--- src/rtl/mul_div_unit.sv ---
// Iterative MIPS-style multiply/divide unit: shift-add multiply and restoring divide,
// one iteration per clock, fixed latency of N+1 edges from Start to result.
module mul_div_unit #(
   parameter int N = 32
) (
   input  logic         clk,
   input  logic         reset_n,
   input  logic         Start,
   input  logic [1:0]   Op,
   input  logic [N-1:0] A,
   input  logic [N-1:0] B,
   output logic         Busy,
   output logic         Done,
   output logic [N-1:0] Hi,
   output logic [N-1:0] Lo,
   output logic         DivZero
);

   localparam int          CW        = $clog2(N) + 1;
   localparam logic [CW-1:0] LAST_ITER = CW'(N - 1);
   localparam logic [CW-1:0] ONE_CW    = {{(CW-1){1'b0}}, 1'b1};
   localparam logic [N-1:0]  ONE_N     = {{(N-1){1'b0}}, 1'b1};
   localparam logic [2*N-1:0] ONE_2N   = {{(2*N-1){1'b0}}, 1'b1};

   typedef enum logic [1:0] {
      IDLE = 2'b00,
      RUN  = 2'b01,
      FIX  = 2'b10
   } state_t;

   state_t          state_r;
   state_t          state_next_s;

   logic [1:0]      op_r;
   logic [N-1:0]    mcand_r;
   logic [N-1:0]    work_hi_r;
   logic [N-1:0]    work_lo_r;
   logic [N-1:0]    a_raw_r;
   logic            neg_main_r;
   logic            neg_rem_r;
   logic            b_zero_r;
   logic [CW-1:0]   count_r;

   logic [N:0]      mul_sum_s;
   logic [N:0]      div_shift_s;
   logic [N-1:0]    div_rem_s;
   logic            div_ge_s;
   logic [2*N-1:0]  prod_s;
   logic [N-1:0]    fix_hi_s;
   logic [N-1:0]    fix_lo_s;

   // Magnitude of an operand; -2^(N-1) maps to 2^(N-1) as an unsigned value.
   function automatic logic [N-1:0] mag_n(input logic [N-1:0] x, input logic is_signed);
      if (is_signed && x[N-1]) begin
         mag_n = ~x + ONE_N;
      end else begin
         mag_n = x;
      end
   endfunction

   function automatic logic [N-1:0] neg_n(input logic [N-1:0] x);
      neg_n = ~x + ONE_N;
   endfunction

   function automatic logic [2*N-1:0] neg_2n(input logic [2*N-1:0] x);
      neg_2n = ~x + ONE_2N;
   endfunction

   // State register
   always_ff @(posedge clk or negedge reset_n) begin
      if (!reset_n) begin
         state_r <= IDLE;
      end else begin
         state_r <= state_next_s;
      end
   end

   // Next-state logic
   always_comb begin
      state_next_s = state_r;
      case (state_r)
         IDLE: begin
            if (Start) begin
               state_next_s = RUN;
            end else begin
               state_next_s = IDLE;
            end
         end
         RUN: begin
            if (count_r == LAST_ITER) begin
               state_next_s = FIX;
            end else begin
               state_next_s = RUN;
            end
         end
         FIX:     state_next_s = IDLE;
         default: state_next_s = IDLE;
      endcase
   end

   // One iteration step: multiply adds into the upper half and shifts right,
   // divide shifts the dividend bit into the remainder and trial-subtracts.
   always_comb begin
      mul_sum_s   = {1'b0, work_hi_r} + (work_lo_r[0] ? {1'b0, mcand_r} : {(N+1){1'b0}});
      div_shift_s = {work_hi_r, work_lo_r[N-1]};
      div_ge_s    = (div_shift_s >= {1'b0, mcand_r});
      div_rem_s   = div_shift_s[N-1:0] - mcand_r;
   end

   // Sign correction and divide-by-zero override applied in FIX
   always_comb begin
      prod_s   = {work_hi_r, work_lo_r};
      fix_hi_s = work_hi_r;
      fix_lo_s = work_lo_r;
      if (op_r[1]) begin
         if (b_zero_r) begin
            fix_hi_s = a_raw_r;
            fix_lo_s = {N{1'b1}};
         end else begin
            fix_lo_s = neg_main_r ? neg_n(work_lo_r) : work_lo_r;
            fix_hi_s = neg_rem_r  ? neg_n(work_hi_r) : work_hi_r;
         end
      end else begin
         if (neg_main_r) begin
            prod_s = neg_2n({work_hi_r, work_lo_r});
         end else begin
            prod_s = {work_hi_r, work_lo_r};
         end
         fix_hi_s = prod_s[2*N-1:N];
         fix_lo_s = prod_s[N-1:0];
      end
   end

   // Operand capture, iteration datapath and result registers.
   // B's magnitude is the multiplicand/divisor and A's the multiplier/dividend;
   // the product is symmetric so one capture path serves both operations.
   always_ff @(posedge clk or negedge reset_n) begin
      if (!reset_n) begin
         op_r       <= 2'b00;
         mcand_r    <= {N{1'b0}};
         work_hi_r  <= {N{1'b0}};
         work_lo_r  <= {N{1'b0}};
         a_raw_r    <= {N{1'b0}};
         neg_main_r <= 1'b0;
         neg_rem_r  <= 1'b0;
         b_zero_r   <= 1'b0;
         count_r    <= {CW{1'b0}};
         Hi         <= {N{1'b0}};
         Lo         <= {N{1'b0}};
         DivZero    <= 1'b0;
      end else begin
         case (state_r)
            IDLE: begin
               if (Start) begin
                  op_r       <= Op;
                  mcand_r    <= mag_n(B, Op[0]);
                  work_hi_r  <= {N{1'b0}};
                  work_lo_r  <= mag_n(A, Op[0]);
                  a_raw_r    <= A;
                  neg_main_r <= Op[0] & (A[N-1] ^ B[N-1]);
                  neg_rem_r  <= Op[0] & A[N-1];
                  b_zero_r   <= (B == {N{1'b0}});
                  count_r    <= {CW{1'b0}};
               end
            end
            RUN: begin
               if (op_r[1]) begin
                  if (div_ge_s) begin
                     work_hi_r <= div_rem_s;
                     work_lo_r <= {work_lo_r[N-2:0], 1'b1};
                  end else begin
                     work_hi_r <= div_shift_s[N-1:0];
                     work_lo_r <= {work_lo_r[N-2:0], 1'b0};
                  end
               end else begin
                  work_hi_r <= mul_sum_s[N:1];
                  work_lo_r <= {mul_sum_s[0], work_lo_r[N-1:1]};
               end
               count_r <= count_r + ONE_CW;
            end
            FIX: begin
               Hi      <= fix_hi_s;
               Lo      <= fix_lo_s;
               DivZero <= op_r[1] & b_zero_r;
            end
            default: begin
               count_r <= {CW{1'b0}};
            end
         endcase
      end
   end

   // Busy spans the whole operation; Done pulses for the cycle after FIX
   always_ff @(posedge clk or negedge reset_n) begin
      if (!reset_n) begin
         Busy <= 1'b0;
         Done <= 1'b0;
      end else begin
         Busy <= (state_next_s != IDLE);
         Done <= (state_r == FIX);
      end
   end

endmodule

--- config.mk ---
export PLATFORM = sky130hd
export DESIGN_NAME = mul_div_unit
export DESIGN_NICKNAME = d
export VERILOG_FILES = /design/src/rtl/mul_div_unit.sv
export SDC_FILE = /design/constraint.sdc
export NUM_CORES = 1
export LEC_CHECK = 0
export ABC_AREA = 0
export ABC_CLOCK_PERIOD_IN_PS = 4340
export BUFFER_PORTS_ARGS = -buffer_cell sky130_fd_sc_hd__buf_2
export CORE_AREA = 3 3 166 168
export DETAILED_ROUTE_END_ITERATION = 8
export DIE_AREA = 0 0 169 171
export PLACE_DENSITY_LB_ADDON = 0.25
export SETUP_SLACK_MARGIN = 0.05
export SYNTH_ARGS = -nofsm -noshare
export SYNTH_HDL_FRONTEND = slang
export SYNTH_SLANG_ARGS = --single-unit
--- constraint.sdc ---
create_clock -name clk -period 4.34 [get_ports clk]
set_input_delay 0 -clock clk [delete_from_list [all_inputs] [get_ports clk]]
set_output_delay 0 -clock clk [all_outputs]
set_load 0.005 [all_outputs]
Word-level counts from Yosys, hierarchy flattened
Cells that the tools add are included.
- register bits: 208
- input port bits: 69
- word-level logic and storage cells: 70
- mux-type cells: 23
- reduce and logical (&&, ||, !) cells: 9
- equality and inequality tests: 4
- $lt $le $gt $ge: 1
- bitwise logic cells: 10
- add/subtract/negate cells: 8
- operators with widths (operator ; count):
    2-to-1 mux 32 bit ; 14
    adder 32 x 1 -> 32 bit (second input constant) ; 4
    NOT 32 bit ; 4
    case mux 32 bit (2 select lines) ; 2
    adder 64 x 1 -> 64 bit (second input constant) ; 1
    2-to-1 mux 64 bit ; 1
    NOT 64 bit ; 1
    adder 32 x 32 -> 33 bit ; 1
    greater-or-equal comparator 33 x 32 -> 1 bit ; 1
    zero test 32 bit ; 1
    subtractor 32 bit ; 1
    case mux 6 bit (3 select lines) ; 1
    adder 6 x 1 -> 6 bit (second input constant) ; 1
    equality test 6 x 5 -> 1 bit (second input constant) ; 1
    2-to-1 mux 6 bit ; 1
    AND reduction 2 bit ; 3
    case mux 2 bit (2 select lines) ; 1
    nonzero test 2 bit ; 2
    bitwise AND 1 bit ; 3
    equality test 2 x 1 -> 1 bit (second input constant) ; 1
    equality test 2 bit (second input constant) ; 1
    logical AND 1 bit ; 2
    zero test 2 bit ; 1
    2-to-1 mux 1 bit ; 2
    4 further kinds ; 4

Logic depth before layout (Yosys ltp)
- depth after elaboration: 5
- mapped depth: 14

Least setup slack after synthesis
Ideal clock, no wire load.
- path kind: register -> register
- start: register work_lo_r[31]
- end: register work_hi_r[30]
- setup time: 124 ps
- path slack: 1338 ps
- arrival time: 2878 ps
- required time: 4216 ps
- cell stages (with the launch flop): 14
- period minus slack after synthesis: 3002 ps
- cells stage by stage: dfrtp_1 > inv_1 > ha_1 > inv_1 > fa_1 > a21oi_1 > o211ai_1 > or3_1 > a21oi_1 > o21ai_1 > a221oi_1 > o21ai_0 > xor2_1 > a211o_1
- cells in the longest elaborated chain, start to end: 4
- elaborated cells on any way between the ends: 5
- classes of those cells: add/sub (1); order compare (1); mux (3)
- RTL lines (what ; line ; text):
    start, declared ; 37 ; logic [N-1:0] work_lo_r;
    start signal, assigned ; 142 ; work_lo_r <= {N{1'b0}};
    start signal, assigned ; 158 ; work_lo_r <= mag_n(A, Op[0]);
    start signal, assigned ; 170 ; work_lo_r <= {work_lo_r[N-2:0], 1'b1};
    subtractor 32 bit or greater-or-equal comparator 33 x 32 -> 1 bit (tied branches) ; 107, 106 ;
    2-to-1 mux 32 bit (*) ; 168 ; if (div_ge_s) begin
    2-to-1 mux 32 bit (*) ; 167 ; if (op_r[1]) begin
    case mux 32 bit (2 select lines) (*) ; 152 ; case (state_r)
    end signal, assigned ; 157 ; work_hi_r <= {N{1'b0}};
    end signal, assigned ; 169 ; work_hi_r <= div_rem_s;
    end signal, assigned ; 172 ; work_hi_r <= div_shift_s[N-1:0];
    end, declared ; 36 ; logic [N-1:0] work_hi_r;
Mark *: on every way between the ends. The rest lies on a longest branch, timed or not.
A chain may end at the register's enable or synchronous reset.

Final worst setup path
- start: register work_hi_r[7]
- end: register work_hi_r[7]
- cells in the longest elaborated chain, start to end: 4
- elaborated cells on any way between the ends: 5
- classes of those cells: add/sub (1); order compare (1); mux (3)
- RTL lines (what ; line ; text):
    start signal, assigned ; 141 ; work_hi_r <= {N{1'b0}};
    start signal, assigned ; 157 ;
    start signal, assigned ; 169 ;
    greater-or-equal comparator 33 x 32 -> 1 bit ; 106 ; div_ge_s = (div_shift_s >= {1'b0, mcand_r});
    2-to-1 mux 32 bit ; 168 ;
    2-to-1 mux 32 bit (*) ; 167 ;
    case mux 32 bit (2 select lines) (*) ; 152 ;
Marked as above.

==> results.txt <==
- The flow ran to the end, and the final reports show no timing, DRC or antenna violations.
* Pwr per Cell Area: 838.3 mW/mm²
- Required time of the critical path: 4750 ps
- After synthesis, the netlist uses 77 different library cells.
- In the routed layout, each cell is associated on average with a via count of 6.459.
- Counting the buffers created by CTS gives 25.
- Peak VDD IR: 0.5549 mV
* Max Clk Rate: 260.6 MHz
- Clock latency on the worst-skew pair: 530 ps
* Number of fillers in the final layout: 2043
* Part of the Yosys area used for sequential elements: 0.3220
* Least-Margin Pin Slew: 1099 ps
- Drt drc: 0
* Nets: 2352
- Endpoint arrival time on the critical path: 4250 ps
- Terminus of the critical flop-to-flop path: work_hi_r[7]
- Global-route usage over all layers: 0.3642
- STA classifies the critical path startpoint as a flip-flop.
- Deepest level of the CTS H-tree: 1
- Max Transition Viols Final: 0
* Number of cells in the design after placement: 2438
- Synthesis-to-layout area growth: 16.18%
- Crit path max fanout: 23
- Worst Slack Setup Final: 503.2 ps
- Routed wire length per instance: 21.05 µm
- Post-CTS resize count: 0
- Number of nets in the synthesized netlist: 2208
* Unrepaired setup endpoints after global routing: no
- Clock tree from TritonCTS: done
- The routed layout has 16570 vias.
- I/O pin total: 136
- Source of the worst register-to-register timing path: work_hi_r[7]
- Routability-driven placement finished with a final weighted congestion of 0.9887.
- Measured along the y axis, the die boundary spans 171 µm.
- The clock drives 207 sinks.
- Synth area leaders: dfrtp_1, nand2_1, o21ai_0, ha_1, xor2_1
- The first global-routing pass estimated 84840 µm of wire.
- The total overflow left after global routing is 0.
- The repair_antennas step left the layout with diodes totalling 0.
* Total Neg Setup Slack: 0 ps
- The share of synthesized area in the top cell type comes to 0.3220.
* FF+latch count, synth: 207
- The multi-input combinational cells in the finished layout cover a total of 0.01017 mm².
- Of the cells placed in the final design, the portion with a size suffix greater than 1 is 0.1103.
- Counting I/O delays and the setup requirement, the final critical path takes 3837 ps.
- Detailed Routing Iterations Pass 1: 6
- In this run the clock root is driven by a clkbuf_16.
- The critical path in this run is classified as flip-flop to flip-flop.
* Total routed wirelength: 53990 µm
- Yosys mapped a number of flops with a built-in enable equal to 0.
- Summing all flip-flop and latch instances after layout gives 0.005184 mm².
* X dimension of the die: 169 µm
- In this run the tightest slew margin relative to its limit is 0.2676.
- Number of global-route vias before repair: 15600
- Setup violations remaining at the end of the flow were counted as 0.
- Number of antenna violations at the first check in global routing: 2
* Most area-hungry cell type in the Yosys netlist: dfrtp_1
* Violation count after the first detailed-route iteration: 1999
- Counting every instance in the synthesized netlist gives 2068.
* Most frequent cells in the layout: nand2_1, o21ai_0, dfrtp_1
- P_leak: 0.008376 µW
- Number of cells in the finished layout apart from fillers: 2565
- The final-report hold violation count came to 0.
- During placement, the flow inserted port buffers numbering 135.
* Largest net degree at the start of global routing: 111
- For this run, the number of Yosys warnings is 0.
- Dpl ws: 561.0 ps
- Clock slew at reported path FFs: 60 ps
* Most frequent standard cell in the layout excluding fill and tap cells: nand2_1
- Fin crit share: 0.8841
- The tool flagged a number of max-cap violations equal to 0.
- Area of the mapped netlist: 0.01609 mm²
- For this configuration, the core starts out at a cell density of 0.6174.
- For this run, asynchronously set or reset flops after synthesis account for 1.000.
- Number of cells traversed by the worst register-to-register path: 11
- The longest clock path from root to sink contains 3 buffers.
* Average cell area after synthesis: 7.780 µm²
- STA classifies the critical path endpoint as a flip-flop.
- Die outline area: 0.02890 mm²
- For the final database, setup skew stands at 13.75 ps.
* Final HPWL DP: 38290 µm
- Cell row count: 59
* Worst-case register-to-register setup slack: 500 ps
* Hold Worst Slack: 135.4 ps
* Main synth FF type: dfrtp_1
- The path class of the tightest hold or removal check is input pin to async pin.
- After floorplanning, the core was sized to cover 0.02606 mm².
* Antenna viol nets, final: 0
## worst max-delay path, cell delays in order, from the launching register on
cell      delay (ps)
dfrtp_1          570
ha_1             410
a21oi_1          260
o21ai_0          130
a21o_1           210
o311ai_0         710
nand3_1          250
a21oi_4          480
buf_12           230
mux2i_1          190
a21oi_1           80
a21o_1           180
## kinds of logic (layout without fill, tap and decap cells)
| logic type | Yosys count | in the layout | share of synthesized area |
|---|---|---|---|
| simple gates | 715 | 715 | 0.1999 |
| compound gates | 623 | 623 | 0.2342 |
| mux | 60 | 60 | 0.03748 |
| buf+inv | 205 | 367 | 0.04853 |
| xor+xnor | 187 | 187 | 0.1018 |
| fa+ha+maj | 71 | 71 | 0.05615 |
| flops | 207 | 207 | 0.3220 |
## cells in the mapped netlist, types with 36 or more instances
library cell  number
nand2_1          331
xnor2_1           89
mux2i_1           58
a21oi_1          159
dfrtp_1          207
inv_1             64
xor2_1            98
nor2_1           176
ha_1              69
nand3_1           36
o21ai_0          235
clkbuf_1         118
## flip-flops by register name, summed over array words and instances, names as in the netlist
signal / flops
work_lo_r: 32
a_raw_r: 32
b_zero_r: 1
DivZero: 1
Lo: 32
Done: 1
op_r: 1
Busy: 1
count_r: 6
Hi: 32
neg_rem_r: 1
work_hi_r: 32
mcand_r: 32
state_r: 2
neg_main_r: 1
## cell type report
class                           instances  area share
Multi-Input combinational cell       1656      0.5443
Timing Repair Buffer                  256     0.09685
Inverter                               66     0.01325
Clock inverter                         11    0.007363
Tap cell                              335     0.02242
Clock buffer                           34     0.03849
Sequential cell                       207      0.2773
## how the worst max path moves through the flow
stage / startpoint / slack, ps / end / cells past startpoint
after floorplan: work_lo_r[31] / 1340 / work_hi_r[30] / 13
after global placement: work_hi_r[7] / 630 / work_hi_r[7] / 11
after detailed placement: work_hi_r[7] / 560 / work_hi_r[13] / 11
after CTS: work_hi_r[7] / 540 / work_hi_r[7] / 11
after global routing: work_hi_r[7] / 250 / work_hi_r[7] / 11
final: work_hi_r[7] / 500 / work_hi_r[7] / 11
## through the flow
step	power, µW	instance area [µm²]	util
after CTS	15360	18690	0.7173
after global placement	12890	17020	0.6530
final	15670	18690	0.7173
after detailed placement	13060	17020	0.6530
after floorplan	10440	16090	-
after global routing	16820	18690	0.7173
## where the power goes
group          leakage [µW]  internal [µW]  switching, µW  total, µW
sequential          0.00264           2650           1080       3740
clock              0.000417           1330            851       2180
combinational       0.00532           3960           5790       9750
total               0.00838           7940           7730      15700
## timing repair
item,in CTS,in global routing
hold buffers,82,0
setup buffers,0,0
hold endpoints to repair,210,0
## layer usage
metal,track usage,vias up,wire (µm)
met5,0,-,13
met3,0.07324,150,6173
met1,0.5162,7792,22270
met4,0.1179,2,1912
li1,-,7582,-
met2,0.5643,1042,23620
No activity file was read; power rests on OpenSTA's default activity.
